$ cat config.mk
export PLATFORM = sky130hd
export DESIGN_NAME = mem_copy_engine_flat
export DESIGN_NICKNAME = d
export VERILOG_FILES = /design/src/rtl/mem_copy_engine_if.sv /design/src/rtl/mem_copy_engine.sv /design/src/flat_wrapper.sv
export SDC_FILE = /design/constraint.sdc
export NUM_CORES = 1
export LEC_CHECK = 0
export CAP_MARGIN = 25
export CORE_MARGIN = 2
export CORE_UTILIZATION = 52
export CTS_CLUSTER_DIAMETER = 150
export DETAILED_ROUTE_END_ITERATION = 12
export GPL_TIMING_DRIVEN = 0
export HOLD_SLACK_MARGIN = 0.06
export PLACE_DENSITY = 0.87
export SKIP_LAST_GASP = 1
export SYNTH_ARGS = -nofsm -noshare
export SYNTH_HDL_FRONTEND = slang
export SYNTH_SLANG_ARGS = --single-unit
$ cat constraint.sdc
create_clock -name clk -period 3.25 [get_ports clk]
set_input_delay 0.4875 -clock clk [delete_from_list [all_inputs] [get_ports clk]]
set_output_delay 0.4875 -clock clk [all_outputs]
set_load 0.02 [all_outputs]
$ cat src/rtl/mem_copy_engine_if.sv
// Bus port between the copy engine and the arbiter/address decoder.
// The engine uses the master modport; the decoder side uses the slave modport.
interface mem_copy_engine_if;
  logic        bus_req;
  logic        bus_gnt;
  logic        write_enable;
  logic [31:0] address;
  logic [31:0] data_input;
  logic [31:0] data_output;

  modport master (
    output bus_req,
    output write_enable,
    output address,
    output data_input,
    input  bus_gnt,
    input  data_output
  );

  modport slave (
    input  bus_req,
    input  write_enable,
    input  address,
    input  data_input,
    output bus_gnt,
    output data_output
  );
endinterface

$ cat src/rtl/mem_copy_engine.sv
// Word-by-word memory copy engine: read, wait one cycle for data, write, repeat.
// Optional running checksum of copied words when MEM_COPY_CHECKSUM_EN is defined.
module mem_copy_engine #(
  parameter int unsigned COUNT_W = 16,
  parameter int unsigned STRIDE  = 4
) (
  input  logic                clk,
  input  logic                rst_n,
  input  logic                start,
  input  logic [31:0]         src_base,
  input  logic [31:0]         dst_base,
  input  logic [COUNT_W-1:0]  word_count,
  mem_copy_engine_if.master   bus,
  output logic                busy,
  output logic                done,
  output logic [31:0]         checksum
);

  typedef enum logic [2:0] {StIdle, StRead, StWait, StWrite, StDone} state_e;

  state_e             state_q;
  logic [31:0]        src_q;
  logic [31:0]        dst_q;
  logic [31:0]        data_q;
  logic [COUNT_W-1:0] remaining_q;

  always_ff @(posedge clk or negedge rst_n) begin
    if (!rst_n) begin
      state_q     <= StIdle;
      src_q       <= '0;
      dst_q       <= '0;
      data_q      <= '0;
      remaining_q <= '0;
    end else begin
      case (state_q)
        StIdle: begin
          if (start) begin
            src_q       <= src_base;
            dst_q       <= dst_base;
            remaining_q <= word_count;
            state_q     <= (word_count == '0) ? StDone : StRead;
          end
        end
        StRead: begin
          if (bus.bus_gnt) state_q <= StWait;
        end
        StWait: begin
          // Read data arrives one cycle after the address; grant is irrelevant here.
          data_q  <= bus.data_output;
          state_q <= StWrite;
        end
        StWrite: begin
          if (bus.bus_gnt) begin
            src_q       <= src_q + 32'(STRIDE);
            dst_q       <= dst_q + 32'(STRIDE);
            remaining_q <= remaining_q - COUNT_W'(1);
            state_q     <= (remaining_q > COUNT_W'(1)) ? StRead : StDone;
          end
        end
        StDone:  state_q <= StIdle;
        default: state_q <= StIdle;
      endcase
    end
  end

  // Bus outputs are gated by the live grant so nothing is driven while not owning the port.
  always_comb begin
    bus.bus_req      = (state_q != StIdle) && (state_q != StDone);
    bus.write_enable = 1'b0;
    bus.address      = '0;
    bus.data_input   = '0;
    if (bus.bus_gnt) begin
      case (state_q)
        StRead:  bus.address = src_q;
        StWrite: begin
          bus.write_enable = 1'b1;
          bus.address      = dst_q;
          bus.data_input   = data_q;
        end
        default: ;
      endcase
    end
  end

  assign busy = (state_q != StIdle);
  assign done = (state_q == StDone);

`ifdef MEM_COPY_CHECKSUM_EN
  logic [31:0] csum_q;

  always_ff @(posedge clk or negedge rst_n) begin
    if (!rst_n) begin
      csum_q <= '0;
    end else if (state_q == StIdle && start) begin
      csum_q <= '0;
    end else if (state_q == StWait) begin
      csum_q <= csum_q + bus.data_output;
    end
  end

  assign checksum = csum_q;
`else
  assign checksum = 32'h0;
`endif

endmodule

$ cat src/flat_wrapper.sv
// flat-port wrapper written by rule: the top's interface ports become plain ports
module mem_copy_engine_flat 
#(
  parameter int unsigned COUNT_W = 16,
  parameter int unsigned STRIDE  = 4
)
  (clk, rst_n, start, src_base, dst_base, word_count, busy, done, checksum, bus_bus_req, bus_write_enable, bus_address, bus_data_input, bus_bus_gnt, bus_data_output);
  mem_copy_engine_if bus_i ();
  input  logic clk;
  input  logic rst_n;
  input  logic start;
  input  logic [31:0] src_base;
  input  logic [31:0] dst_base;
  input  logic [COUNT_W-1:0] word_count;
  output logic busy;
  output logic done;
  output logic [31:0] checksum;
  output wire logic [$bits(bus_i.bus_req)-1:0] bus_bus_req;
  output wire logic [$bits(bus_i.write_enable)-1:0] bus_write_enable;
  output wire logic [$bits(bus_i.address)-1:0] bus_address;
  output wire logic [$bits(bus_i.data_input)-1:0] bus_data_input;
  input wire logic [$bits(bus_i.bus_gnt)-1:0] bus_bus_gnt;
  input wire logic [$bits(bus_i.data_output)-1:0] bus_data_output;
  assign bus_bus_req = bus_i.bus_req;
  assign bus_write_enable = bus_i.write_enable;
  assign bus_address = bus_i.address;
  assign bus_data_input = bus_i.data_input;
  assign bus_i.bus_gnt = bus_bus_gnt;
  assign bus_i.data_output = bus_data_output;
  mem_copy_engine #(.COUNT_W(COUNT_W), .STRIDE(STRIDE)) u_core (.clk(clk), .rst_n(rst_n), .start(start), .src_base(src_base), .dst_base(dst_base), .word_count(word_count), .bus(bus_i), .busy(busy), .done(done), .checksum(checksum));
endmodule
=== Yosys cells after proc, flatten, opt, wreduce, memory -nomap -nowiden ===
Index checks and enable logic that the tools add are counted.

* Output and inout port bits: 100
* Input bits: 116
* Register bits: 115
* Word-level logic and storage cells: 45

* Add/sub/neg operators: 3
* Multiplexer cells: 21
* Equality and inequality tests: 8
* Reductions and logical operators: 7
* Magnitude comparators: 1

{| class="wikitable"
|+ Operators with widths
! cell !! count
|-
| $mux W32 || 7
|-
| $pmux W32 S2 || 3
|-
| $add A32 B3 Y32 const B || 2
|-
| $mux W16 || 2
|-
| $pmux W16 S2 || 1
|-
| $gt A16 B1 Y1 const B || 1
|-
| $logic_not A16 Y1 || 1
|-
| $sub A16 B1 Y16 const B || 1
|-
| $mux W3 || 5
|-
| $pmux W3 S4 || 1
|-
| $eq A3 B2 Y1 const B || 2
|-
| $ne A2 B2 Y1 const B || 3
|-
| $reduce_and A3 Y1 || 2
|-
| $eq A3 B1 Y1 const B || 1
|-
| $eq A3 B3 Y1 const B || 1
|-
| $logic_not A3 Y1 || 1
|-
| $ne A3 B3 Y1 const B || 1
|-
| $reduce_bool A3 Y1 || 1
|-
| $mux W1 || 2
|-
| $reduce_bool A2 Y1 || 1
|-
| $logic_and A1 B1 Y1 || 1
|}

=== Depth between registers and ports, before layout ===
* Depth in word-level cells: 4
* Depth in mapped cells: 9
* Gate-level depth less buffers: 7

=== Worst setup path before layout ===
Ideal clock, no wire load.

* Path kind: register -> output
* From: register u_core.state_q[2]
* To: output bus_data_input[23]
* Arrival time: 1.523 ns
* Stages on the path, launching flop included: 6
* Path slack: 1.240 ns
* Buffers on the path: 2
* Data required time: 2.762 ns
* Cell sequence: dfrtp_1 -> buf_2 -> nand4b_1 -> clkinv_1 -> clkbuf_1 -> and2_1

* Cells in the longest elaborated chain, start to end: 3

{| class="wikitable"
|+ Ends and longest elaborated chain
! element !! RTL line !! RTL
|-
| from (decl) || mem_copy_engine.sv:21 || <nowiki>state_e state_q;</nowiki>
|-
| from (signal assigned) || mem_copy_engine.sv:29 || <nowiki>state_q <= StIdle;</nowiki>
|-
| from (signal assigned) || mem_copy_engine.sv:41 || <nowiki>state_q <= (word_count == '0) ? StDone : StRead;</nowiki>
|-
| from (signal assigned) || mem_copy_engine.sv:45 || <nowiki>if (bus.bus_gnt) state_q <= StWait;</nowiki>
|-
| $eq A3 B2 Y1 || mem_copy_engine.sv:73 || <nowiki>case (state_q)</nowiki>
|-
| $mux W32 || mem_copy_engine.sv:73 ||
|-
| $mux W32 || mem_copy_engine.sv:72 || <nowiki>if (bus.bus_gnt) begin</nowiki>
|-
| to (decl) || flat_wrapper.sv:21 || <nowiki>output wire logic [$bits(bus_i.data_input)-1:0] bus_data_input;</nowiki>
|}

No other way between the ends.

=== Worst setup path in the final report ===
* From: input bus_bus_gnt
* To: output bus_address[17]

* Cells in the longest elaborated chain, start to end: 1

{| class="wikitable"
|+ Ends and longest elaborated chain
! element !! RTL line !! RTL
|-
| from (decl) || flat_wrapper.sv:22 || <nowiki>input wire logic [$bits(bus_i.bus_gnt)-1:0] bus_bus_gnt;</nowiki>
|-
| $mux W32 || mem_copy_engine.sv:72 ||
|-
| to (decl) || flat_wrapper.sv:20 || <nowiki>output wire logic [$bits(bus_i.address)-1:0] bus_address;</nowiki>
|}

No other way between the ends.

==> results.sh <==
export IMPL_worstMarginPinSlew_ns=1.057
export IMPL_clock_sink_count=115
export IMPL_ys_seq_elements=115
export IMPL_finish_instance_area_mm2=0.01014
export IMPL_drc=0
export IMPL_die_h_um=123.0
export IMPL_hold_viol=0
export IMPL_drive_gt1_share_pct=12.29
export IMPL_synthesis_area_mm2=0.007361
export IMPL_report_final_setup_viol=0
export IMPL_synth_top_family_by_area="simple AND/OR/NAND/NOR gates"
export IMPL_max_freq_mhz=314.2
export IMPL_postRouteWirelength_um=26500
export IMPL_max_capacitance_violation_count=0
export IMPL_dr_first_iter_drc_count=972
export IMPL_filler_cell_count=1057
export IMPL_tritoncts="done"
export IMPL_post_synth_top_area_cell="sky130_fd_sc_hd__dfrtp_1"
export IMPL_crit_path_max_incr_delay_ns=0.65
export IMPL_post_route_util_pct=73.33
export IMPL_floorplan_rows=43
export IMPL_grt_setup_unrepaired="no"
export IMPL_timing_critical_path_mode_cell="sky130_fd_sc_hd__clkdlybuf4s50_1"
export IMPL_grt_use_met3_pct=13.75
export IMPL_place_area_mm2=0.009563
export IMPL_avg_inst_size_synth_um2=8.539
export IMPL_floorplan_die_width_um=123.0
export IMPL_path_clk_slew_ns=0.05
export IMPL_crit_fanout=10
export IMPL_required_ns=2.76
export IMPL_crit_path_cell_trace="clkdlybuf4s50_1 -> nand4b_1 -> clkinv_1 -> buf_2 -> nand2_1 -> o21ai_0 -> clkdlybuf4s50_1"
export IMPL_ys_dominant_reg_cell="sky130_fd_sc_hd__dfrtp_1"
export IMPL_synth_compound_gate_area_share_pct=15.72
export IMPL_synthXorXnorAreaFrac_pct=0.1190
export IMPL_timing_setup_tns_ns=0
export IMPL_detail_route_first_pass_iterations=8
export IMPL_area_delta_synth_final_pct=37.75
export IMPL_period_share_pct=97.94
export IMPL_finalClockSkew_ns=0.007752
export IMPL_outcome="completed"
export IMPL_netlist_instances=862
export IMPL_via_count=7887
export IMPL_synth_simple_area_share_pct=26.84
export IMPL_first_global_vias=7609
export IMPL_tritoncts_num_buffers=17
export IMPL_grt_start_max_net_pins=85
export IMPL_area_of_the_placeable_core_mm2=0.01383
export IMPL_grt_busiest_layer="met2"
export IMPL_ios=216
export IMPL_detail_route_wl_per_cell_um=20.59
export IMPL_cell_at_the_slowest_stage_of_the_critical_path="sky130_fd_sc_hd__clkdlybuf4s50_1"
export IMPL_grt_util_met2_pct=55.39
export IMPL_yosys_cell_types_count=62
export IMPL_ctsRootBufferMaster="sky130_fd_sc_hd__clkbuf_16"
export IMPL_detailedPlace_worstSlack_ns=-0.1715
export IMPL_ys_seq_area_share_pct=39.10
export IMPL_synth_yosys_warnings=0
export IMPL_cp_data_arrival_time_ns=2.70
export IMPL_initial_core_util_pct=53.24
export IMPL_global_route_usage_met1_pct=42.06
export IMPL_post_cts_setup_buffers=0
export IMPL_hold_path_class="register to register"
export IMPL_finalWorstPathRequiredPeriod_ns=3.183
export IMPL_global_route_wire_length_before_repair_um=40340
export IMPL_cts_root_to_sink_buffers=2
export IMPL_antenna_violating_nets_post_route=0
export IMPL_post_synth_fa_ha_maj_area_fraction_pct=0.6799
export IMPL_grt_remaining_overflow=0
export IMPL_number_of_antenna_violations_at_the_first_check_in_global_routing=0
export IMPL_route_detailed_vias_per_inst=6.128
export IMPL_port_buffers=183
export IMPL_drv_slew=0
export IMPL_clock_insertion_delay_worst_skew_ns=0.43
export IMPL_yosys_area_top_type_share_pct=39.10
export IMPL_synth_edff_count=0
export IMPL_end_kind="output port"
export IMPL_grt_use_total_pct=35.55
export IMPL_post_route_worst_setup_slack_ns=0.06688
export IMPL_power_static_leakage_nw=4.242
export IMPL_gp_routability_congestion=0.9840
export IMPL_place_detailed_hpwl_um=18710
export IMPL_relSlewSlack_pct=29.40
export IMPL_worstSetupPathType="input pin to output port"
export IMPL_max_vdd_ir_drop_uv=641.3
export IMPL_die_area_mm2=0.01512
export IMPL_cts_htree_levels=4
export IMPL_netlist_top_cells_area="sky130_fd_sc_hd__dfrtp_1, sky130_fd_sc_hd__nand2_1, sky130_fd_sc_hd__mux2i_1, sky130_fd_sc_hd__mux2_2, sky130_fd_sc_hd__nor2_1"
export IMPL_finalNetCount=1216
export IMPL_yosys_mux_area_fraction_pct=9.927
export IMPL_synthArstFlopShare_pct=100.0
export IMPL_number_of_antenna_diodes=0
export IMPL_start_kind="input pin"
export IMPL_power_per_standard_cell_area_mw_per_mm2=943.3
-- through the flow --
step / power [mW] / instances / hold slack (ns)
global route: 10.08 / 1287 / 0.5043
floorplan: 5.788 / 893 / 0.1919
CTS: 9.421 / 1288 / 0.4801
detailed placement: 7.599 / 1257 / 0.3913
finish: 9.565 / 1287 / 0.4805
global placement: 7.465 / 1256 / 0.4582
-- what timing repair did --
| action | CTS | global route |
|---|---|---|
| setup endpoints to repair | 20 | 42 |
| resized for setup | 4 | 12 |
| hold buffers | 1 | 0 |
| hold endpoints to repair | 31 | 0 |
-- layout by cell type (no fill, tap or decap), types with 7 or more instances in the layout --
cell type and n:
sky130_fd_sc_hd__conb_1 32, sky130_fd_sc_hd__nand4_1 27, sky130_fd_sc_hd__nand2_1 101, sky130_fd_sc_hd__clkdlybuf4s50_1 181, sky130_fd_sc_hd__nor2_1 77, sky130_fd_sc_hd__and2_1 41, sky130_fd_sc_hd__buf_4 32, sky130_fd_sc_hd__a21oi_1 55
sky130_fd_sc_hd__clkbuf_16 17, sky130_fd_sc_hd__a31oi_1 8, sky130_fd_sc_hd__buf_2 22, sky130_fd_sc_hd__o21ai_0 43, sky130_fd_sc_hd__o32ai_1 7, sky130_fd_sc_hd__clkbuf_1 30, sky130_fd_sc_hd__nand3_1 49, sky130_fd_sc_hd__nor4_1 9
sky130_fd_sc_hd__nor3_1 15, sky130_fd_sc_hd__a32oi_1 13, sky130_fd_sc_hd__mux2_2 32, sky130_fd_sc_hd__and3_1 16, sky130_fd_sc_hd__clkbuf_2 7, sky130_fd_sc_hd__a311oi_1 7, sky130_fd_sc_hd__inv_1 9, sky130_fd_sc_hd__mux2i_1 37
sky130_fd_sc_hd__o22ai_1 15, sky130_fd_sc_hd__buf_1 9, sky130_fd_sc_hd__dfrtp_1 115
-- Yosys cell counts, types with 13 or more instances --
| cell type | instances |
|---|---|
| sky130_fd_sc_hd__mux2i_1 | 37 |
| sky130_fd_sc_hd__nor2_1 | 77 |
| sky130_fd_sc_hd__o21ai_0 | 43 |
| sky130_fd_sc_hd__a32oi_1 | 13 |
| sky130_fd_sc_hd__buf_4 | 32 |
| sky130_fd_sc_hd__nor3_1 | 15 |
| sky130_fd_sc_hd__buf_2 | 21 |
| sky130_fd_sc_hd__nand4_1 | 27 |
| sky130_fd_sc_hd__a21oi_1 | 55 |
| sky130_fd_sc_hd__and3_1 | 16 |
| sky130_fd_sc_hd__mux2_2 | 32 |
| sky130_fd_sc_hd__nand3_1 | 49 |
| sky130_fd_sc_hd__and2_1 | 41 |
| sky130_fd_sc_hd__nand2_1 | 101 |
| sky130_fd_sc_hd__clkbuf_1 | 36 |
| sky130_fd_sc_hd__dfrtp_1 | 115 |
| sky130_fd_sc_hd__o22ai_1 | 15 |
-- final cells by class --
| class | instances | area (um2) | share of cell area (%) |
|---|---|---|---|
| timing repair buffer | 185 | 1873 | 18.47 |
| sequential | 115 | 2878 | 28.38 |
| multi-input combinational | 669 | 4043 | 39.87 |
| inverter | 10 | 37.54 | 0.3702 |
| clock buffer | 25 | 505.5 | 4.985 |
| clock inverter | 5 | 50.05 | 0.4936 |
| buffer | 98 | 528.0 | 5.207 |
| tap | 180 | 225.2 | 2.221 |
-- path summary, 6_finish.rpt --
check	slack, ns	cells past startpoint	startpoint	endpoint
max	0.07	7	bus_bus_gnt	bus_address[17]
min	0.48	2	u_core.src_q[1]	u_core.src_q[1]
max reg2reg	0.54	8	u_core.state_q[1]	u_core.dst_q[27]
min reg2reg	0.48	2	u_core.src_q[1]	u_core.src_q[1]
max in group asynchronous	1.98	3	rst_n	u_core.remaining_q[15]
min in group asynchronous	0.53	2	rst_n	u_core.dst_q[2]
-- sequential cells by signal, indices dropped and copies added (netlist names) --
register            cells
u_core.data_q          32
u_core.src_q           32
u_core.remaining_q     16
u_core.dst_q           32
u_core.state_q          3
-- cell families after synthesis --
group                      after synthesis
buffers and inverters                  109
and+or+nand+nor                        382
xor gates and xnor gates                 1
muxes                                   69
other                                    1
adders and majority gates                4
DFF                                    115
AOI/OAI and AO/OA                      181
-- power by group --
group          internal [mW]  switching (mW)  leakage (nW)
registers               2.15           0.736          1.36
logic                   2.01            2.88          2.61
clock network           1.14           0.654         0.279
total                   5.30            4.27          4.24
-- per-layer routing --
| metal | wire length, um | part of all wire, % |
|---|---|---|
| met5 | 0 | 0 |
| met4 | 1354 | 5.1 |
| met3 | 3630 | 14 |
| met2 | 11910 | 45 |
| met1 | 9599 | 36 |
-- critical path, delay by kind of cell --
family	cells	cell delay (ns)
AOI/OAI and AO/OA	1	0.13
and+or+nand+nor	2	0.35
buffers and inverters	4	1.72
No activity file was read; power rests on OpenSTA's default activity.
